===== config.mk =====
export PLATFORM = sky130hd
export DESIGN_NAME = axi_burst_scheduler
export DESIGN_NICKNAME = d
export VERILOG_FILES = /design/src/rtl/axi_burst_scheduler.sv
export SDC_FILE = /design/constraint.sdc
export NUM_CORES = 1
export LEC_CHECK = 0
export BUFFER_PORTS_ARGS = -buffer_cell sky130_fd_sc_hd__buf_2
export CAP_MARGIN = 20
export CORE_MARGIN = 2
export CORE_UTILIZATION = 45
export CTS_CLUSTER_DIAMETER = 120
export DETAILED_ROUTE_END_ITERATION = 8
export GPL_TIMING_DRIVEN = 0
export PLACE_DENSITY = 0.85
export SLEW_MARGIN = 20
export SYNTH_ARGS = -nofsm -noshare
export SYNTH_HDL_FRONTEND = slang
export SYNTH_SLANG_ARGS = --single-unit
export TNS_END_PERCENT = 100

===== constraint.sdc =====
create_clock -name a_clk -period 2.8 [get_ports a_clk]
set_input_delay 0.42 -clock a_clk [delete_from_list [all_inputs] [get_ports a_clk]]
set_output_delay 0.42 -clock a_clk [all_outputs]
set_load 0.005 [all_outputs]

===== src/rtl/axi_burst_scheduler.sv =====
// -----------------------------------------------------------------------------
// axi_burst_scheduler
//
// Sequences AXI write and read bursts onto the bridge's single shared device
// port. A round-robin arbiter picks between the pending write burst (AW head
// with W data available) and the pending read burst (AR head). While a burst
// owns the port the block walks the per-beat byte address for FIXED/INCR/WRAP
// bursts, flags illegal bursts, produces the B/R response codes and issues
// the AW/AR FIFO pop strobes.
//
// Ports:
//   a_clk, a_reset          clock, synchronous active-high reset
//   aw_pending, aw_head_*   write request present and its AW head fields
//   w_beat, w_head_last     write beat consumed this cycle, its w_last flag
//   ar_pending, ar_head_*   read request present and its AR head fields
//   r_beat                  read beat handshake this cycle
//   b_ready                 write-response ready
//   wr_grant, rd_grant      which burst owns the device port
//   offset                  device word offset (byte address bits [7:2])
//   dev_wr_en               device write strobe (suppressed on decode error)
//   last_beat               current beat is the final beat of the burst
//   b_valid, b_resp         write response
//   r_resp                  read response for the current burst
//   aw_pop, ar_pop          single-cycle FIFO pop strobes
// -----------------------------------------------------------------------------
module axi_burst_scheduler #(
   parameter logic [31:0] BASE_ADDR = 32'h0000_0000
) (
   input  logic        a_clk,
   input  logic        a_reset,
   input  logic        aw_pending,
   input  logic [31:0] aw_head_addr,
   input  logic [3:0]  aw_head_len,
   input  logic [2:0]  aw_head_size,
   input  logic [1:0]  aw_head_burst,
   input  logic        w_beat,
   input  logic        w_head_last,
   input  logic        ar_pending,
   input  logic [31:0] ar_head_addr,
   input  logic [3:0]  ar_head_len,
   input  logic [2:0]  ar_head_size,
   input  logic [1:0]  ar_head_burst,
   input  logic        r_beat,
   input  logic        b_ready,
   output logic        wr_grant,
   output logic        rd_grant,
   output logic [5:0]  offset,
   output logic        dev_wr_en,
   output logic        last_beat,
   output logic        b_valid,
   output logic [1:0]  b_resp,
   output logic [1:0]  r_resp,
   output logic        aw_pop,
   output logic        ar_pop
);

   typedef enum logic [1:0] {
      ST_IDLE    = 2'd0,
      ST_WR      = 2'd1,
      ST_WR_RESP = 2'd2,
      ST_RD      = 2'd3
   } state_t;

   localparam logic SERVED_READ  = 1'b0;
   localparam logic SERVED_WRITE = 1'b1;

   localparam logic [1:0] BURST_FIXED = 2'b00;
   localparam logic [1:0] BURST_INCR  = 2'b01;
   localparam logic [1:0] BURST_WRAP  = 2'b10;

   localparam logic [1:0] RESP_OKAY   = 2'b00;
   localparam logic [1:0] RESP_SLVERR = 2'b10;
   localparam logic [1:0] RESP_DECERR = 2'b11;

   // Burst legality: oversize beat, reserved burst type, WRAP length that is
   // not a power of two, or start address not aligned to the beat size.
   function automatic logic burst_illegal(input logic [7:0] addr,
                                          input logic [3:0] len,
                                          input logic [2:0] size,
                                          input logic [1:0] burst);
      logic [7:0] align_mask;
      logic       wrap_len_bad;
      align_mask   = (8'd1 << size) - 8'd1;
      wrap_len_bad = (burst == BURST_WRAP) &&
                     !((len == 4'd1) || (len == 4'd3) || (len == 4'd7) || (len == 4'd15));
      return (size > 3'd2) || (burst == 2'b11) || wrap_len_bad ||
             ((addr & align_mask) != 8'd0);
   endfunction

   // Byte address of the next beat. The wrap span is computed wide and then
   // truncated, so oversized (already illegal) spans degrade to a full mask.
   function automatic logic [7:0] advance_addr(input logic [7:0] addr,
                                               input logic [3:0] len,
                                               input logic [2:0] size,
                                               input logic [1:0] burst);
      logic [7:0]  inc;
      logic [11:0] span;
      logic [7:0]  mask;
      logic [7:0]  sum;
      logic [7:0]  result;
      inc  = 8'd1 << size;
      span = ({8'd0, len} + 12'd1) << size;
      mask = span[7:0] - 8'd1;
      sum  = addr + inc;
      case (burst)
         BURST_FIXED: result = addr;
         BURST_INCR:  result = sum;
         BURST_WRAP:  result = (addr & ~mask) | (sum & mask);
         default:     result = addr;
      endcase
      return result;
   endfunction

   // DECERR outranks SLVERR.
   function automatic logic [1:0] resp_code(input logic dec_err, input logic slv_err);
      logic [1:0] code;
      if (dec_err) begin
         code = RESP_DECERR;
      end else if (slv_err) begin
         code = RESP_SLVERR;
      end else begin
         code = RESP_OKAY;
      end
      return code;
   endfunction

   state_t     state_r;
   state_t     state_s;
   logic       last_served_r;
   logic       last_served_s;
   logic [7:0] addr_r;
   logic [3:0] len_r;
   logic [2:0] size_r;
   logic [1:0] burst_r;
   logic [3:0] beat_cnt_r;
   logic       dec_err_r;
   logic       slv_err_r;

   logic       take_wr_s;
   logic       take_rd_s;
   logic       beat_s;
   logic       len_mismatch_s;
   logic       last_beat_s;
   logic       aw_pop_s;
   logic       ar_pop_s;
   logic       dev_wr_en_s;
   logic [1:0] resp_s;

   assign last_beat_s = ((state_r == ST_WR) || (state_r == ST_RD)) && (beat_cnt_r == len_r);
   assign resp_s      = resp_code(dec_err_r, slv_err_r);

   // Next-state, arbitration and per-cycle strobes
   always_comb begin
      state_s        = state_r;
      last_served_s  = last_served_r;
      take_wr_s      = 1'b0;
      take_rd_s      = 1'b0;
      beat_s         = 1'b0;
      len_mismatch_s = 1'b0;
      aw_pop_s       = 1'b0;
      ar_pop_s       = 1'b0;
      dev_wr_en_s    = 1'b0;
      case (state_r)
         ST_IDLE: begin
            // A tie goes to whichever side was not served last.
            if (aw_pending && (!ar_pending || (last_served_r == SERVED_READ))) begin
               take_wr_s = 1'b1;
               state_s   = ST_WR;
            end else if (ar_pending) begin
               take_rd_s = 1'b1;
               state_s   = ST_RD;
            end else begin
               state_s = ST_IDLE;
            end
         end
         ST_WR: begin
            beat_s      = w_beat;
            dev_wr_en_s = w_beat & ~dec_err_r;
            // The burst ends on whichever comes first: the counted length or
            // w_last. Disagreement between the two is a length mismatch.
            if (w_beat && (last_beat_s || w_head_last)) begin
               len_mismatch_s = last_beat_s ^ w_head_last;
               state_s        = ST_WR_RESP;
            end else begin
               state_s = ST_WR;
            end
         end
         ST_WR_RESP: begin
            if (b_ready) begin
               aw_pop_s      = 1'b1;
               last_served_s = SERVED_WRITE;
               state_s       = ST_IDLE;
            end else begin
               state_s = ST_WR_RESP;
            end
         end
         ST_RD: begin
            beat_s = r_beat;
            if (r_beat && last_beat_s) begin
               ar_pop_s      = 1'b1;
               last_served_s = SERVED_READ;
               state_s       = ST_IDLE;
            end else begin
               state_s = ST_RD;
            end
         end
         default: begin
            state_s = ST_IDLE;
         end
      endcase
   end

   // FSM state and round-robin history
   always_ff @(posedge a_clk) begin
      if (a_reset) begin
         state_r       <= ST_IDLE;
         last_served_r <= SERVED_READ;
      end else begin
         state_r       <= state_s;
         last_served_r <= last_served_s;
      end
   end

   // Burst context: latched at grant, advanced on every accepted beat
   always_ff @(posedge a_clk) begin
      if (a_reset) begin
         addr_r     <= 8'd0;
         len_r      <= 4'd0;
         size_r     <= 3'd0;
         burst_r    <= 2'b00;
         beat_cnt_r <= 4'd0;
         dec_err_r  <= 1'b0;
         slv_err_r  <= 1'b0;
      end else if (take_wr_s) begin
         addr_r     <= aw_head_addr[7:0];
         len_r      <= aw_head_len;
         size_r     <= aw_head_size;
         burst_r    <= aw_head_burst;
         beat_cnt_r <= 4'd0;
         dec_err_r  <= (aw_head_addr[31:8] != BASE_ADDR[31:8]);
         slv_err_r  <= burst_illegal(aw_head_addr[7:0], aw_head_len, aw_head_size, aw_head_burst);
      end else if (take_rd_s) begin
         addr_r     <= ar_head_addr[7:0];
         len_r      <= ar_head_len;
         size_r     <= ar_head_size;
         burst_r    <= ar_head_burst;
         beat_cnt_r <= 4'd0;
         dec_err_r  <= (ar_head_addr[31:8] != BASE_ADDR[31:8]);
         slv_err_r  <= burst_illegal(ar_head_addr[7:0], ar_head_len, ar_head_size, ar_head_burst);
      end else if (beat_s) begin
         addr_r     <= advance_addr(addr_r, len_r, size_r, burst_r);
         beat_cnt_r <= beat_cnt_r + 4'd1;
         slv_err_r  <= slv_err_r | len_mismatch_s;
      end else begin
         addr_r     <= addr_r;
         beat_cnt_r <= beat_cnt_r;
      end
   end

   assign wr_grant  = (state_r == ST_WR) || (state_r == ST_WR_RESP);
   assign rd_grant  = (state_r == ST_RD);
   assign offset    = addr_r[7:2];
   assign dev_wr_en = dev_wr_en_s;
   assign last_beat = last_beat_s;
   assign b_valid   = (state_r == ST_WR_RESP);
   assign b_resp    = (state_r == ST_WR_RESP) ? resp_s : RESP_OKAY;
   assign r_resp    = (state_r == ST_RD) ? resp_s : RESP_OKAY;
   // A reset cycle never releases a FIFO entry.
   assign aw_pop    = aw_pop_s & ~a_reset;
   assign ar_pop    = ar_pop_s & ~a_reset;

endmodule


==> flow_metrics.py <==
metrics = {
    "routing": {
        "antenna_left": 0,
        "wl_met3_um": 683,
        "finalWirelength_um": 8700,
        "vias_per_cell": 5.92,
        "vias": 3344,
        "wl_per_cell_um": 15.4,
        "drtPass1Iterations": 5,
        "wl_met1_um": 3500,
        "drt-initial-drc-count": 376,
        "drcViolationCount": 0,
        "routed.top_layer": "met4",
        "dr_wl_met2_um": 4380,
    },
    "clocking": {
        "clkTransAtPathRegs_ps": 110,
        "postCtsHoldBufs": 0,
        "cts-root-buf": "clkbuf_8",
        "cts_sinks": 26,
        "cts_buffers": 3,
        "htreeDepth": 1,
        "cts_tree": "yes",
        "clock_latency_ps": 280,
        "cts_buffer_depth": 2,
    },
    "timing": {
        "fin_crit_ps": 2710,
        "hold_viol": 0,
        "setup_viol": 0,
        "finalCritPeriodShare": 0.970,
        "fmax_mhz": 368,
        "timing.final.ws_setup_ps": 85.1,
        "slew_headroom": 0.485,
        "holdWs_ps": 416,
        "tightest_slew_ps": 768,
        "slew_violations": 0,
        "finClkSkew_ps": 12.2,
    },
    "finish": {
        "final_util": 0.583,
        "nNetsFinal": 599,
        "instances_no_fill": 565,
        "drive_gt1_frac": 0.280,
        "syn_to_final_growth_pct": 25.8,
        "diodes": 0,
    },
    "run": {
        "maxCapViolations": 0,
    },
    "critical_path": {
        "cpLargestDelayFamily": "compound AO/OA/AOI/OAI gates",
        "slowest_delay_ps": 420,
        "end_kind": "register",
        "cp_num_buf_inv": 2,
        "reg2reg_slack_ps": 90,
        "path_cells": "clkbuf_4, nor3_4, ha_2, inv_1, fa_1, nor2b_2, o31a_1, o21a_1, nor3_1, o31ai_1, a31oi_1, a22oi_1",
        "critPathLaunchType": "register",
        "crit_type": "register to register",
        "slowest_stage": "fa_1",
        "critPathMaxFanout": 12,
        "crit_arrival_ps": 2920,
        "worstPathRequired_ps": 3000,
    },
    "place": {
        "dp.cells": 563,
        "io_buffer_count": 106,
        "place_congestion": 0.936,
        "pre_cts_slack_ps": -279,
        "place_hpwl_um": 6850,
    },
    "global_route": {
        "antenna_found_initial": 0,
        "grt_max_degree": 20,
        "grt_pass1_vias": 3187,
        "grt_pass1_wl_um": 13900,
        "grt_overflow": 0,
        "grt_usage": 0.260,
    },
    "synthesis": {
        "synthArstFlopShare": 0,
        "synth_edf_count": 0,
        "synthesis.nets": 490,
        "syn_area_mm2": 0.00273,
        "synth_cell_types": 61,
        "yosys_warnings": 0,
        "synthesis.instances": 382,
        "avgSynthCellArea_um2": 7.13,
        "ys_ff_latch": 26,
        "yosysSeqAreaShare": 0.191,
        "synth_flop_cell": "dfxtp_1",
    },
    "floorplanning": {
        "core_mm2": 0.00589,
        "die_w_um": 81.8,
        "start_util": 0.463,
        "ios": 107,
        "die_h_um": 81.8,
        "fp.dieArea_mm2": 0.00669,
        "rows": 28,
    },
    "power": {
        "ir_drop_v": 0.000323,
        "powerDensity_mw_per_mm2": 693,
        "p_leak_uw": 0.00160,
    },
    "min_path": {
        "hp-class": "input port to register",
    },
    "outcome": {
        "outcome": "complete, no violations",
    },
}
## metal layers
| layer | vias to the layer above | global-route usage |
|---|---|---|
| met2 | 168 | 0.457 |
| met3 | 15 | 0.0341 |
| met4 | 0 | 0.0817 |
| li1 | 1618 | - |
| met5 | - | 0 |
| met1 | 1543 | 0.328 |
## worst reg2reg max path, stage by stage (launching register included)
cell and delay, ps:
dfxtp_4 400, clkbuf_4 200, nor3_4 160, ha_2 220, inv_1 60, fa_1 420
nor2b_2 180, o31a_1 180, o21a_1 170, nor3_1 60, o31ai_1 260, a31oi_1 130
a22oi_1 230
## final cells by class
type / count / area [um^2]
multi-input combinational: 312 / 2020
fill: 564 / 2460
timing repair buffer: 107 / 538
sequential: 26 / 524
clock buffer: 4 / 55.1
tap: 75 / 93.8
buffer: 24 / 133
inverter: 17 / 63.8
## cells in the mapped netlist, types with 4 or more instances
master	n	area share
a211o_1	4	0.013
a211oi_1	6	0.017
a21oi_1	18	0.033
a311oi_1	11	0.035
a31oi_1	5	0.011
and2_1	5	0.011
and3_1	4	0.0092
buf_4	6	0.017
clkbuf_1	16	0.022
dfxtp_1	26	0.19
ha_1	17	0.078
inv_1	17	0.023
mux2i_1	5	0.018
nand2_1	42	0.058
nand2b_1	6	0.014
nand3_1	12	0.022
nand4_1	6	0.014
nor2_1	41	0.056
nor2b_1	8	0.018
nor3_1	15	0.028
nor4_1	13	0.030
o21a_1	5	0.014
o21ai_0	19	0.035
o22ai_1	7	0.016
or4_1	5	0.014
xnor2_1	8	0.026
xor2_1	4	0.013
## path summary, 6_finish.rpt
check,depth (start not counted),from,to
max,12,size_r[2]$_SDFFE_PP0N_,register
min,3,aw_head_len[1],len_r[1]$_SDFFE_PP0N_
max reg2reg,12,size_r[2]$_SDFFE_PP0N_,register
min reg2reg,2,register,register
## repair_timing
action                                  4_1_cts  5_1_grt
pin swaps                                     0        3
setup buffers                                 0        1
gates resized for setup                       4        8
endpoints found under the setup margin        1        1
## power breakdown
part	total (uW)	internal [uW]	leakage, uW	switching (uW)
registers	554	467	0.000215	86.6
clock network	258	126	0.0000288	132
logic	1560	667	0.00135	897
## logic make-up after synthesis
kind of cell    share of synthesized area
simple gates                        0.319
compound gates                      0.260
buf+inv                            0.0730
flops                               0.191
fa+ha+maj                          0.0854
xor+xnor                           0.0487
mux                                0.0225
## per-stage QoR
step,area (um^2),setup TNS (ps),total power (uW)
final,3430,0,2380
after global routing,3430,-47.5,2550
after CTS,3400,0,2310
after detailed placement,3350,-279,2060
after global placement,3350,-182,2000
after floorplan,2730,0,1650
## cell usage in the layout, fill, tap and decap left out, drive strengths merged, types with 5 or more instances in the layout
cell type / n
xnor2: 8
a211oi: 6
xor2: 5
nand2: 42
a21oi: 18
nand4: 6
nand3: 13
nor3: 15
mux2i: 5
nor2b: 8
a311oi: 11
clkbuf: 19
or4: 5
nor2: 41
ha: 17
inv: 17
o22ai: 7
a31oi: 5
nor4: 13
and2: 6
o21a: 5
nand2b: 6
dfxtp: 26
buf: 116
o21ai: 20
No activity file was read; power rests on OpenSTA's default activity.
